### config.mk
export PLATFORM = sky130hd
export DESIGN_NAME = cronometro_ctrl
export DESIGN_NICKNAME = d
export VERILOG_FILES = /design/src/rtl/cronometro_pkg.sv /design/src/rtl/cronometro_ctrl_bcd_digit.sv /design/src/rtl/cronometro_ctrl.sv
export SDC_FILE = /design/constraint.sdc
export NUM_CORES = 1
export LEC_CHECK = 0
export ABC_AREA = 1
export CAP_MARGIN = 30
export CORE_UTILIZATION = 59
export DETAILED_ROUTE_END_ITERATION = 10
export GPL_ROUTABILITY_DRIVEN = 1
export GPL_TIMING_DRIVEN = 0
export PLACE_DENSITY = 0.82
export SETUP_SLACK_MARGIN = 0.15
export SLEW_MARGIN = 0
export SYNTH_ARGS = -nofsm -noshare
export SYNTH_HDL_FRONTEND = slang
export SYNTH_SLANG_ARGS = --single-unit
### constraint.sdc
create_clock -name CLK -period 1.8 [get_ports CLK]
set_input_delay 0.18 -clock CLK [delete_from_list [all_inputs] [get_ports CLK]]
set_output_delay 0.18 -clock CLK [all_outputs]
set_load 0.1 [all_outputs]
### src/rtl/cronometro_pkg.sv
// Shared types and constants for the stopwatch controller.
// Digit width and default per-digit rollover values.
package cronometro_pkg;

   typedef enum logic [1:0] {
      IDLE  = 2'd0,
      RUN   = 2'd1,
      PAUSE = 2'd2
   } state_t;

   localparam int DIGIT_W   = 4;
   localparam int UNITS_MAX = 9;
   localparam int TENS_MAX  = 5;

endpackage

### src/rtl/cronometro_ctrl_bcd_digit.sv
// One BCD counter stage: counts 0..MAX on en, wraps to 0, and flags carry.
// Latency: q updates on the enabling edge; carry is combinational. No backpressure.
module bcd_digit
   import cronometro_pkg::*;
#(
   parameter int MAX = UNITS_MAX
) (
   input  logic               CLK,
   input  logic               RST_N,
   input  logic               clr,
   input  logic               en,
   output logic [DIGIT_W-1:0] q,
   output logic               carry
);

   localparam logic [DIGIT_W-1:0] QMAX = DIGIT_W'(MAX);

   assign carry = en && (q == QMAX);

   always_ff @(posedge CLK or negedge RST_N) begin
      if (!RST_N) begin
         q <= '0;
      end else if (clr) begin
         q <= '0;
      end else if (en) begin
         q <= (q == QMAX) ? '0 : q + 4'd1;
      end
   end

endmodule

### src/rtl/cronometro_ctrl.sv
// Stopwatch run/pause/clear controller: prescaler tick, MM:SS BCD cascade, button FSM.
// Latency: digits change on the tick edge; buttons act on the edge that sees them. No backpressure.
// Optional lap-hold display is enabled by defining CRONOMETRO_LAP_EN.
module cronometro_ctrl
   import cronometro_pkg::*;
#(
   parameter int TICK_DIV     = 50000000,
   parameter int SEC_TENS_MAX = TENS_MAX,
   parameter int MIN_TENS_MAX = TENS_MAX
) (
   input  logic               CLK,
   input  logic               RST_N,
   input  logic               BTN_START,
   input  logic               BTN_CLEAR,
`ifdef CRONOMETRO_LAP_EN
   input  logic               BTN_LAP,
   output logic               LAP_ACTIVE,
`endif
   output logic [DIGIT_W-1:0] SU,
   output logic [DIGIT_W-1:0] ST,
   output logic [DIGIT_W-1:0] MU,
   output logic [DIGIT_W-1:0] MT,
   output logic               RUNNING,
   output logic               WRAP
);

   localparam int PW = $clog2(TICK_DIV);
   localparam logic [PW-1:0] PRESC_LAST = PW'(TICK_DIV - 1);

   state_t            state, state_nxt;
   logic [PW-1:0]     presc;
   logic              start_q, clear_q, armed;
   logic              start_ev, clear_ev;
   logic              tick, clr_digits;
   logic              su_c, st_c, mu_c, mt_c;
   logic [DIGIT_W-1:0] su_q, st_q, mu_q, mt_q;

   // armed stays low for the first edge after reset so a button held through
   // reset release is absorbed into the previous-level register, not seen as a press
   assign start_ev = armed && BTN_START && !start_q;
   assign clear_ev = armed && BTN_CLEAR && !clear_q;

   always_ff @(posedge CLK or negedge RST_N) begin
      if (!RST_N) begin
         start_q <= 1'b0;
         clear_q <= 1'b0;
         armed   <= 1'b0;
      end else begin
         start_q <= BTN_START;
         clear_q <= BTN_CLEAR;
         armed   <= 1'b1;
      end
   end

   always_comb begin
      state_nxt  = state;
      clr_digits = 1'b0;
      case (state)
         IDLE: begin
            if (clear_ev) begin
               clr_digits = 1'b1;
            end else if (start_ev) begin
               state_nxt = RUN;
            end
         end
         RUN: begin
            if (start_ev) state_nxt = PAUSE;
         end
         PAUSE: begin
            if (clear_ev) begin
               state_nxt  = IDLE;
               clr_digits = 1'b1;
            end else if (start_ev) begin
               state_nxt = RUN;
            end
         end
         default: state_nxt = IDLE;
      endcase
   end

   always_ff @(posedge CLK or negedge RST_N) begin
      if (!RST_N) begin
         state   <= IDLE;
         RUNNING <= 1'b0;
      end else begin
         state   <= state_nxt;
         RUNNING <= (state_nxt == RUN);
      end
   end

   assign tick = (state == RUN) && (presc == PRESC_LAST);

   // prescaler keeps partial progress across a pause
   always_ff @(posedge CLK or negedge RST_N) begin
      if (!RST_N) begin
         presc <= '0;
      end else if (state == IDLE || clr_digits) begin
         presc <= '0;
      end else if (state == RUN) begin
         presc <= tick ? '0 : presc + 1'b1;
      end
   end

   bcd_digit #(.MAX(UNITS_MAX)) u_su (
      .CLK(CLK), .RST_N(RST_N), .clr(clr_digits), .en(tick), .q(su_q), .carry(su_c)
   );
   bcd_digit #(.MAX(SEC_TENS_MAX)) u_st (
      .CLK(CLK), .RST_N(RST_N), .clr(clr_digits), .en(su_c), .q(st_q), .carry(st_c)
   );
   bcd_digit #(.MAX(UNITS_MAX)) u_mu (
      .CLK(CLK), .RST_N(RST_N), .clr(clr_digits), .en(st_c), .q(mu_q), .carry(mu_c)
   );
   bcd_digit #(.MAX(MIN_TENS_MAX)) u_mt (
      .CLK(CLK), .RST_N(RST_N), .clr(clr_digits), .en(mu_c), .q(mt_q), .carry(mt_c)
   );

   always_ff @(posedge CLK or negedge RST_N) begin
      if (!RST_N) begin
         WRAP <= 1'b0;
      end else begin
         WRAP <= mt_c;
      end
   end

`ifdef CRONOMETRO_LAP_EN
   logic               lap_q, lap_ev, hold;
   logic [DIGIT_W-1:0] su_cap, st_cap, mu_cap, mt_cap;

   assign lap_ev = armed && BTN_LAP && !lap_q;

   always_ff @(posedge CLK or negedge RST_N) begin
      if (!RST_N) begin
         lap_q  <= 1'b0;
         hold   <= 1'b0;
         su_cap <= '0;
         st_cap <= '0;
         mu_cap <= '0;
         mt_cap <= '0;
      end else begin
         lap_q <= BTN_LAP;
         if (clear_ev) begin
            hold <= 1'b0;
         end else if (lap_ev && state == RUN) begin
            hold <= !hold;
            if (!hold) begin
               su_cap <= su_q;
               st_cap <= st_q;
               mu_cap <= mu_q;
               mt_cap <= mt_q;
            end
         end
      end
   end

   assign LAP_ACTIVE = hold;
   assign SU = hold ? su_cap : su_q;
   assign ST = hold ? st_cap : st_q;
   assign MU = hold ? mu_cap : mu_q;
   assign MT = hold ? mt_cap : mt_q;
`else
   assign SU = su_q;
   assign ST = st_q;
   assign MU = mu_q;
   assign MT = mt_q;
`endif

endmodule

After elaboration in Yosys (flattened, before gate mapping)
Index checks and enable logic that the tools add are counted.
{"block": "totals", "reg_bits": 49, "latchBits": 0, "ramBits": 0, "romBits": 0, "inputBits": 4, "output_inout_bits": 18, "word_cells": 65, "mem_count": 0}
{"block": "op_classes", "add_sub_neg": 5, "multipliers": 0, "div": 0, "n_lt_le_gt_ge": 0, "n_eq_ne": 8, "shifts": 0, "n_mux": 22, "n_bitwise": 0, "n_reduce_logical": 19}
{"operator": "$mux W26", "n": 3}
{"operator": "$mux W4", "n": 12}
{"operator": "$add A26 B1 Y26 const B", "n": 1}
{"operator": "$eq A26 B26 Y1 const B", "n": 1}
{"operator": "$add A4 B1 Y4 const B", "n": 4}
{"operator": "$reduce_bool A2 Y1", "n": 5}
{"operator": "$logic_and A1 B1 Y1", "n": 9}
{"operator": "$eq A4 B3 Y1 const B", "n": 2}
{"operator": "$eq A4 B4 Y1 const B", "n": 2}
{"operator": "$mux W2", "n": 4}
{"operator": "$pmux W2 S3", "n": 1}
{"operator": "$eq A2 B1 Y1 const B", "n": 2}
{"operator": "$eq A2 B2 Y1 const B", "n": 1}
{"operator": "$logic_not A1 Y1", "n": 2}
{"operator": "$logic_not A2 Y1", "n": 1}
{"operator": "$mux W1", "n": 2}
{"operator": "$reduce_or A2 Y1", "n": 1}
{"operator": "$logic_or A1 B1 Y1", "n": 1}

Longest topological paths before layout
Gate-level depths: netlist of the first run.
{"block": "logic_depth", "word_depth": 7, "ltp_mapped": 10, "mapped_depth_nobuf": 10}

Modules after synthesis
Synthesis of the first run repeated with hierarchy kept, for this count alone.
{"block": "unflattened", "hier_cells": 438, "hier_area_um2": 3090.5}
{"mod": "cronometro_ctrl", "n_inst": 1, "cells_each": 278, "area_per_inst_um2": 2034.5, "seq_area_each_um2": 825.8}
{"mod": "bcd_digit (u_mu ...)", "n_inst": 2, "cells_each": 40, "area_per_inst_um2": 265.3, "seq_area_each_um2": 100.1}
{"mod": "bcd_digit (u_mt ...)", "n_inst": 2, "cells_each": 40, "area_per_inst_um2": 262.8, "seq_area_each_um2": 100.1}

Worst setup path before layout of the first run
OpenSTA, ideal clock, no wires.
{"block": "synth_path", "path_type": "flip-flop to flip-flop", "startpoint": "reg u_mu.q[0]", "endpoint": "reg u_mt.q[1]", "setup_time_ns": 0.124, "arrival_time_ns": 1.821, "required_time_ns": 1.676, "path_slack_ns": -0.145, "path_stages_with_launch": 6, "path_buffers": 0, "synth_period_minus_slack_ns": 1.945, "cell_sequence": "dfrtp_1 > inv_1 > nor3_1 > nand4_2 > nand3_1 > nand2_1"}
{"block": "synth_between", "elab_chain_cells": 3}
{"element": "from (decl)", "line_no": "cronometro_ctrl_bcd_digit.sv:12", "text": "output logic [DIGIT_W-1:0] q,"}
{"element": "from (signal assigned)", "line_no": "cronometro_ctrl_bcd_digit.sv:26", "text": "q <= (q == QMAX) ? '0 : q + 4'd1;"}
{"element": "$eq A4 B4 Y1", "line_no": "cronometro_ctrl_bcd_digit.sv:18", "text": "assign carry = en && (q == QMAX);"}
{"element": "$logic_and A1 B1 Y1", "line_no": "cronometro_ctrl_bcd_digit.sv:18"}
{"element": "$reduce_bool A2 Y1 (no line)"}
{"element": "to (signal assigned)", "line_no": "cronometro_ctrl_bcd_digit.sv:26"}
{"element": "to (decl)", "line_no": "cronometro_ctrl_bcd_digit.sv:12"}
Every way passes these cells.
A chain may end at the register's enable or synchronous reset.

Final worst setup path of the first run
{"block": "layout_path", "startpoint": "reg presc[1]", "endpoint": "reg u_su.q[2]"}
{"block": "layout_between", "elab_chain_cells": 3}
{"element": "from (decl)", "line_no": "cronometro_ctrl.sv:31", "text": "logic [PW-1:0] presc;"}
{"element": "from (signal assigned)", "line_no": "cronometro_ctrl.sv:100", "text": "presc <= tick ? '0 : presc + 1'b1;"}
{"element": "$eq A26 B26 Y1", "line_no": "cronometro_ctrl.sv:91", "text": "assign tick = (state == RUN) && (presc == PRESC_LAST);"}
{"element": "$logic_and A1 B1 Y1", "line_no": "cronometro_ctrl.sv:91"}
{"element": "$reduce_bool A2 Y1 (no line)"}
{"element": "to (signal assigned)", "line_no": "cronometro_ctrl_bcd_digit.sv:26"}
{"element": "to (decl)", "line_no": "cronometro_ctrl_bcd_digit.sv:12"}
Every way passes these cells.

==> results of run 1 <==
==> cell usage after synthesis, types with 2 or more instances <==
cell / instances / area, sq um
nand2_1: 91 / 342
nor2_1: 52 / 195
inv_1: 50 / 188
dfrtp_1: 49 / 1230
nand3_1: 48 / 240
o21ai_0: 25 / 125
nand4_1: 11 / 68.8
nor2_2: 9 / 56.3
nor3_1: 9 / 45.0
xor2_1: 8 / 70.1
a21oi_1: 7 / 35.0
nand2_2: 7 / 43.8
nand2_4: 3 / 33.8
nor2_4: 3 / 33.8
o31ai_1: 3 / 22.5
buf_4: 2 / 15.0
nand3b_1: 2 / 15.0
nor3_2: 2 / 20.0
o21ai_1: 2 / 10.0
o21ai_2: 2 / 17.5
or2_2: 2 / 12.5
==> routing by layer <==
metal	track usage, %	share of wire, %	vias to the layer above
li1	-	-	1379
met5	0	0	-
met1	39.0	43	1338
met3	4.72	6.6	19
met4	9.15	1.9	0
met2	45.2	48	117
==> power by group through the flow <==
| stage | sequential (mW) | clock (mW) | combinational [mW] |
|---|---|---|---|
| CTS | 1.27 | 0.791 | 0.971 |
| finish | 1.28 | 0.777 | 1.04 |
| global placement | 1.29 | 0 | 0.934 |
| global route | 1.29 | 0.840 | 1.12 |
| detailed placement | 1.30 | 0 | 0.950 |
| floorplan | 1.63 | 0 | 0.367 |
==> cell families after synthesis <==
logic type,share of synthesized area (%)
and+or+nand+nor,39.8
buffers and inverters,7.52
DFF,41.9
AOI/OAI and AO/OA,7.52
xor gates and xnor gates,2.69
adders and majority gates,0.427
other,0.128
==> metrics by stage <==
stage,cells,total power [mW]
2_1_floorplan,401,2.00
3_3_place_gp,489,2.23
3_5_place_dp,490,2.25
4_1_cts,503,3.03
5_1_grt,510,3.25
6_report,510,3.09
==> registers in the layout, summed over array words and instances, names as in the netlist <==
register,count
presc,26
u_mt.q,4
u_mu.q,4
u_st.q,4
u_su.q,4
state,2
RUNNING,1
WRAP,1
armed,1
clear_q,1
start_q,1
==> timing repair <==
action | 4_1_cts | 5_1_grt
resized for setup | 55 | 30
buffers inserted | 4 | 7
endpoints found under the hold margin | 14 | 0
setup endpoints to repair | 53 | 40
hold buffers | 1 | 0
cloned | 0 | 0
pin swaps | 3 | 4
==> final cells by class <==
cell class | count | area [sq um] | area share, %
well taps | 67 | 83.8 | 2.34
multi-input cells | 296 | 1590 | 44.4
plain buffers | 5 | 32.5 | 0.908
repair buffers | 34 | 328 | 9.15
inverters | 51 | 191 | 5.34
clock buffers | 6 | 72.6 | 2.03
flip-flops and latches | 49 | 1250 | 34.9
clock inverters | 2 | 35.0 | 0.978
==> worst paths after layout <==
check / to / slack [ns] / cells after the start
min in group CLK: clear_q / 0.35 / 1
worst max-delay path: u_su.q[2] / 0.18 / 8
worst min-delay path: presc[15] / 0.31 / 2
max in group asynchronous: u_su.q[2] / 0.97 / 3
worst min register to register: presc[3] / 0.54 / 1
worst max register to register: u_su.q[2] / 0.18 / 8
==> key figures, run 1 <==
Outcome
  – Outcome: completed

Place
  – Global placement routability congestion: between 0.8 and 0.9
  – Dpl ws: -0.0925 ns
  – PortBufs: 21
  – Post-DP HPWL: around 4800 um
  – Placed cell area: approximately 3300 sq um

Die
  – Die area: ~5200 sq um
  – Die X: 72.4 um
  – I/O Pins: 22
  – FP Rows: 25
  – Core area: 4750 sq um
  – Initial Util: 61.6%
  – Die H: 72.4 um

Critical path
  – Worst stage delay on the critical path: 0.37 ns
  – CP required: 2.02 ns
  – Worst r2r src: presc[1]
  – Worst Path Buf+Inv: 1
  – Worst Setup Path Type: reg -> reg
  – Crit path cell chain: ha_2 > nand2_2 > nor2_4 > nand3_1 > nor2_4 > buf_4 > nand3_1 > a21oi_1
  – Worst path slowest cell: dfrtp_1
  – Worst Setup SP: presc[1]
  – Crit start category: flop
  – CP Capture Type: flop
  – Cell family with most CP delay: simple AND/OR/NAND/NOR gates
  – WP data arrival: approximately 1.8 ns
  – Worst Path Max Fanout: 5

Final layout
  – FILL cells: 343
  – Highest-count cells in the layout ignoring fill and taps: nand2_1 (89), inv_1 (49), nand3_1 (46)
  – Antenna diodes: 0
  – Final Util: 75.3%
  – Commonest non-fill, non-tap cell in the layout: nand2_1
  – Fin area: 3580 sq um
  – Fin nets: 447
  – P&R area growth vs syn: 22.4%
  – Layout cells sized above 1: 23.7%

Logic synthesis
  – Yosys warns: 0
  – Sequential share of the synthesized area: 41.9%
  – Cells after Synth: 401
  – Post-synthesis sequential element count: 49
  – Ys async rst share: 100%
  – Syn Std Cell Area: 2930 sq um
  – Top_reg_cell synth: dfrtp_1
  – Synth Area per Inst: 7.30 sq um
  – Post-synth EDFFs: 0
  – Syn_nets: between 400 and 500
  – Unique masters post-synth: 35

STA
  – Fmax: 616 MHz
  – Hold WS: 0.310 ns
  – Final min period: around 1.6 ns
  – Slew Limit Fails: 0
  – Relative slew slack: 56.3%
  – Setup Skew: ~0.011 ns
  – Tightest Pin Transition: 0.650 ns
  – Setup violators final: 0
  – Final Hold Viols: 0
  – Setup TNS: 0 ns
  – RSZ-0062 raised after global routing: yes
  – Final worst slack: 0.175 ns
  – Period utilisation layout: 90.3%

Power
  – Pwr/cell area: between 800 and 900 nW/um^2
  – Seq pwr share: between 40% and 50%
  – Clock group share of total power: 25.1%
  – P_sw: 1.20 mW
  – Combinational power share: approximately 34%
  – Sw frac: 38.9%
  – Peak supply drop: 0.770 mV
  – Pint: 1.89 mW
  – Leakage: 1.56 nW

Drt
  – Number of vias per cell: 5.59
  – WL/cell: 13.4 um
  – 1st-pass router iterations: 5
  – Routed Antenna Nets: 0
  – Routed WL: 6850 um
  – # DRC: 0
  – Vias post-DR: 2853
  – Starting DRT DRC Count: between 300 and 400

CTS
  – TritonCTS clock tree: built
  – Clock transition at path regs: 0.09 ns
  – Clock Sink Count: 49
  – CTS Buf Count: 5
  – Maximum clock path buffer count: 2
  – CTS Root Cell: clkbuf_8
  – H-tree levels: 2
  – Worst skew pair latency: 0.31 ns

Global routing
  – Initial antenna violation count: 0
  – Vias in the first global route: 2508
  – Largest net degree at the start of global routing: 36
  – GR Util All Layers: 28.2%
  – First-pass GRT wire length: 11400 um
  – Total grt overflow: 0

Min path
  – HP Class: in -> async

Job
  – Max-Cap Viols: 0
Note: power is estimated with default switching activity, not from simulation.
==> run 2, diff against run 1 <==
- HOLD_SLACK_MARGIN: not set -> 0.06
==> results of run 2 <==
Same layout as run 1: the final DEF is identical, and so are final timing and power.
==> run 3, diff against run 2 <==
- CORE_UTILIZATION: 59 -> 62
- DONT_BUFFER_PORTS: not set -> 1
- PLACE_DENSITY: 0.82 -> 0.8
- REMOVE_ABC_BUFFERS: not set -> 1
==> run 3 against run 2 <==
Compared with the run above:
- count of clock-buffer cells in the layout is the same
- cell count shrank 5.9%
- non-clock buffer count shrank 17
- clock skew shrank 0.0032 ns
- critical path depth shrank 3
- combinational power shrank 31%
- largest cell class unchanged
==> key figures, run 3 (synthesis results as in run 1) <==
Outcome
  – Outcome: completed

Power
  – Sw frac: 42.2% (+3.3 points)
  – Pint: 1.74 mW (-7.8%)
  – Total Power: 3.01 mW (-2.6%)
  – Combinational power share: 23.7% (-9.9 points)
  – Clock group share of total power: 21.4% (-3.7 points)
  – Seq pwr share: 54.9% (+14 points)
  – P_sw: 1.27 mW (+5.6%)
  – Leakage: 1.50 nW (-3.3%)
  – Pwr/cell area: 864 nW/um^2 (about the same)
  – Peak supply drop: 0.933 mV (+21%)

CTS
  – Clock Sink Count: 49 (unchanged)
  – H-tree levels: 2 (unchanged)
  – Worst skew pair latency: 0.31 ns (about the same)
  – CTS Root Cell: clkbuf_8
  – CTS Buf Count: 5 (unchanged)
  – Clock transition at path regs: 0.09 ns (about the same)
  – Maximum clock path buffer count: 2 (unchanged)
  – TritonCTS clock tree: built

STA
  – Slew Limit Fails: 0 (unchanged)
  – Final worst slack: 0.117 ns (-0.0584 ns)
  – Period utilisation layout: 93.5% (+3.2 points)
  – Final min period: 1.68 ns (+0.0584 ns)
  – RSZ-0062 raised after global routing: yes
  – Final Hold Viols: 0 (unchanged)
  – Setup Skew: 0.00757 ns (-0.00319 ns)
  – Tightest Pin Transition: 0.872 ns (+0.222 ns)
  – Setup TNS: 0 ns (unchanged)
  – Relative slew slack: 41.9% (-14 points)
  – Setup violators final: 0 (unchanged)
  – Fmax: 594 MHz (-3.5%)

Global routing
  – Initial antenna violation count: 0 (unchanged)
  – First-pass GRT wire length: 11500 um (+0.84%)
  – Largest net degree at the start of global routing: 50 (+39%)
  – Vias in the first global route: 2562 (+2.2%)
  – Total grt overflow: 0 (unchanged)
  – GR Util All Layers: 29.4% (+1.2 points)

Die
  – Core area: 4440 sq um (-6.5%)
  – Initial Util: 65.9% (+4.3 points)
  – Die H: 70.7 um (-2.4%)
  – FP Rows: 24 (-4.0%)
  – I/O Pins: 22 (unchanged)
  – Die X: 70.7 um (-2.4%)
  – Die area: 5000 sq um (-4.7%)

Critical path
  – Worst path slowest cell: dfrtp_4
  – Critical Path Sink: u_mu.q[1]
  – CP Capture Type: flop
  – Worst r2r path cells: 5 (-3)
  – FF-to-FF End: u_mu.q[1]
  – Crit path cell chain: or2_4 > nor2_4 > nand4_1 > nand2_2 > o21ai_0
  – Worst Path Max Fanout: 7 (+2)
  – Worst Setup Path Type: reg -> reg
  – WP data arrival: 1.88 ns (+0.04 ns)
  – Worst r2r src: u_st.q[3]
  – R2R Setup Slk: 0.12 ns (-0.06 ns)
  – Worst Setup SP: u_st.q[3]
  – Crit start category: flop
  – CP required: 2.00 ns (-0.02 ns)
  – Worst stage delay on the critical path: 0.64 ns (+0.27 ns)

Place
  – Placed cell area: 2960 sq um (-9.0%)
  – Global placement routability congestion: 0.913 (+2.9%)
  – Post-DP HPWL: 4540 um (-6.0%)
  – Dpl ws: -0.411 ns (-0.319 ns)
  – PortBufs: 0 (-100%)

Job
  – Max-Cap Viols: 0 (unchanged)

Drt
  – Met2 wire len: 3760 um (+14%)
  – Starting DRT DRC Count: 235 (-23%)
  – 1st-pass router iterations: 5 (unchanged)
  – Routed WL: 7480 um (+9.2%)
  – Routed Antenna Nets: 0 (unchanged)
  – Vias post-DR: 2839 (-0.49%)
  – Met1 Routed Length: 3150 um (+5.9%)
  – WL met3: 440 um (-3.1%)
  – # DRC: 0 (unchanged)
  – Number of vias per cell: 5.91 (+5.7%)
  – WL/cell: 15.6 um (+16%)
  – DR top layer: met4

Final layout
  – Layout cells sized above 1: 24.1% (+0.36 points)
  – Highest-count cells in the layout ignoring fill and taps: nand2_1 (89), inv_1 (44), nor2_1 (43), nand3_1 (43), dfrtp_1 (31)
  – Sequential cell area: 1280 sq um (+2.2%)
  – Final Util: 78.5% (+3.1 points)
  – P&R area growth vs syn: 19.1%
  – Max FFs per register: 26 (unchanged)
  – Fin area: 3490 sq um (-2.7%)
  – Area of the multi-input gates: 1670 sq um (+5.1%)
  – Reg with most FFs: presc
  – Fin nets: 432 (-3.4%)
  – Commonest non-fill, non-tap cell in the layout: nand2_1
  – Antenna diodes: 0 (unchanged)
  – FILL cells: 314 (-8.5%)

Min path
  – HP Start: BTN_START
  – HP Class: in -> reg
-- run 3: cell types whose count changed in the layout (fill, tap and decap cells not counted), sizes merged --
cell,change
bufinv,-1
clkdlybuf4s50,-2
dlygate4sd3,+2
buf,+3
clkbuf,-4
nand2,+2
clkinv,+1
clkdlybuf4s15,-16
-- run 3: worst max-delay path, delay by kind of cell, from the launching register on --
| kind | cells | cell delay, ns |
|---|---|---|
| and+or+nand+nor | 4 | 0.82 |
| DFF | 1 | 0.64 |
| AOI/OAI and AO/OA | 1 | 0.10 |
-- run 3: timing repair --
action | CTS | global route
buffers inserted | 7 | 11
pin swaps | 9 | 13
endpoints found under the setup margin | 42 | 38
gates resized for setup | 45 | 32
gates cloned | 0 | 2
hold buffers | 4 | 0
hold endpoints to repair | 51 | 0
-- run 3: per-stage QoR --
step / hold slack (ns) / std cells
after global routing: 0.212 / 480
after detailed placement: -0.114 / 448
after CTS: 0.155 / 467
after global placement: -0.114 / 448
final: 0.152 / 480
after floorplan: -0.116 / 396
-- run 3: layout make-up --
class	instances	share of cell area, %
multi-input cells	298	47.9
flip-flops and latches	49	36.6
repair buffers	22	5.74
inverters	51	5.49
clock buffers	6	2.08
well taps	52	1.87
clock inverters	2	0.287
-- run 3: worst min path at each step --
| stage | slack [ns] | to | cells after the start |
|---|---|---|---|
| 5_1_grt | 0.21 | RUNNING | 2 |
| 3_3_place_gp | -0.11 | presc[23] | 0 |
| 4_1_cts | 0.15 | RUNNING | 2 |
| 2_1_floorplan | -0.12 | RUNNING | 0 |
| 3_5_place_dp | -0.11 | presc[23] | 0 |
| 6_report | 0.15 | RUNNING | 2 |
-- run 3: layer usage --
metal / vias up / GRT usage [%]
li1: 1341 / -
met1: 1373 / 38.6
met2: 113 / 50.0
met3: 12 / 4.99
met4: 0 / 9.11
met5: - / 0
-- run 3: power groups by stage --
stage	sequential (mW)	combinational (mW)	clock, mW
detailed placement	1.64	0.446	0
finish	1.66	0.714	0.644
global placement	1.64	0.432	0
floorplan	1.62	0.343	0
CTS	1.64	0.601	0.652
global route	1.66	0.788	0.683
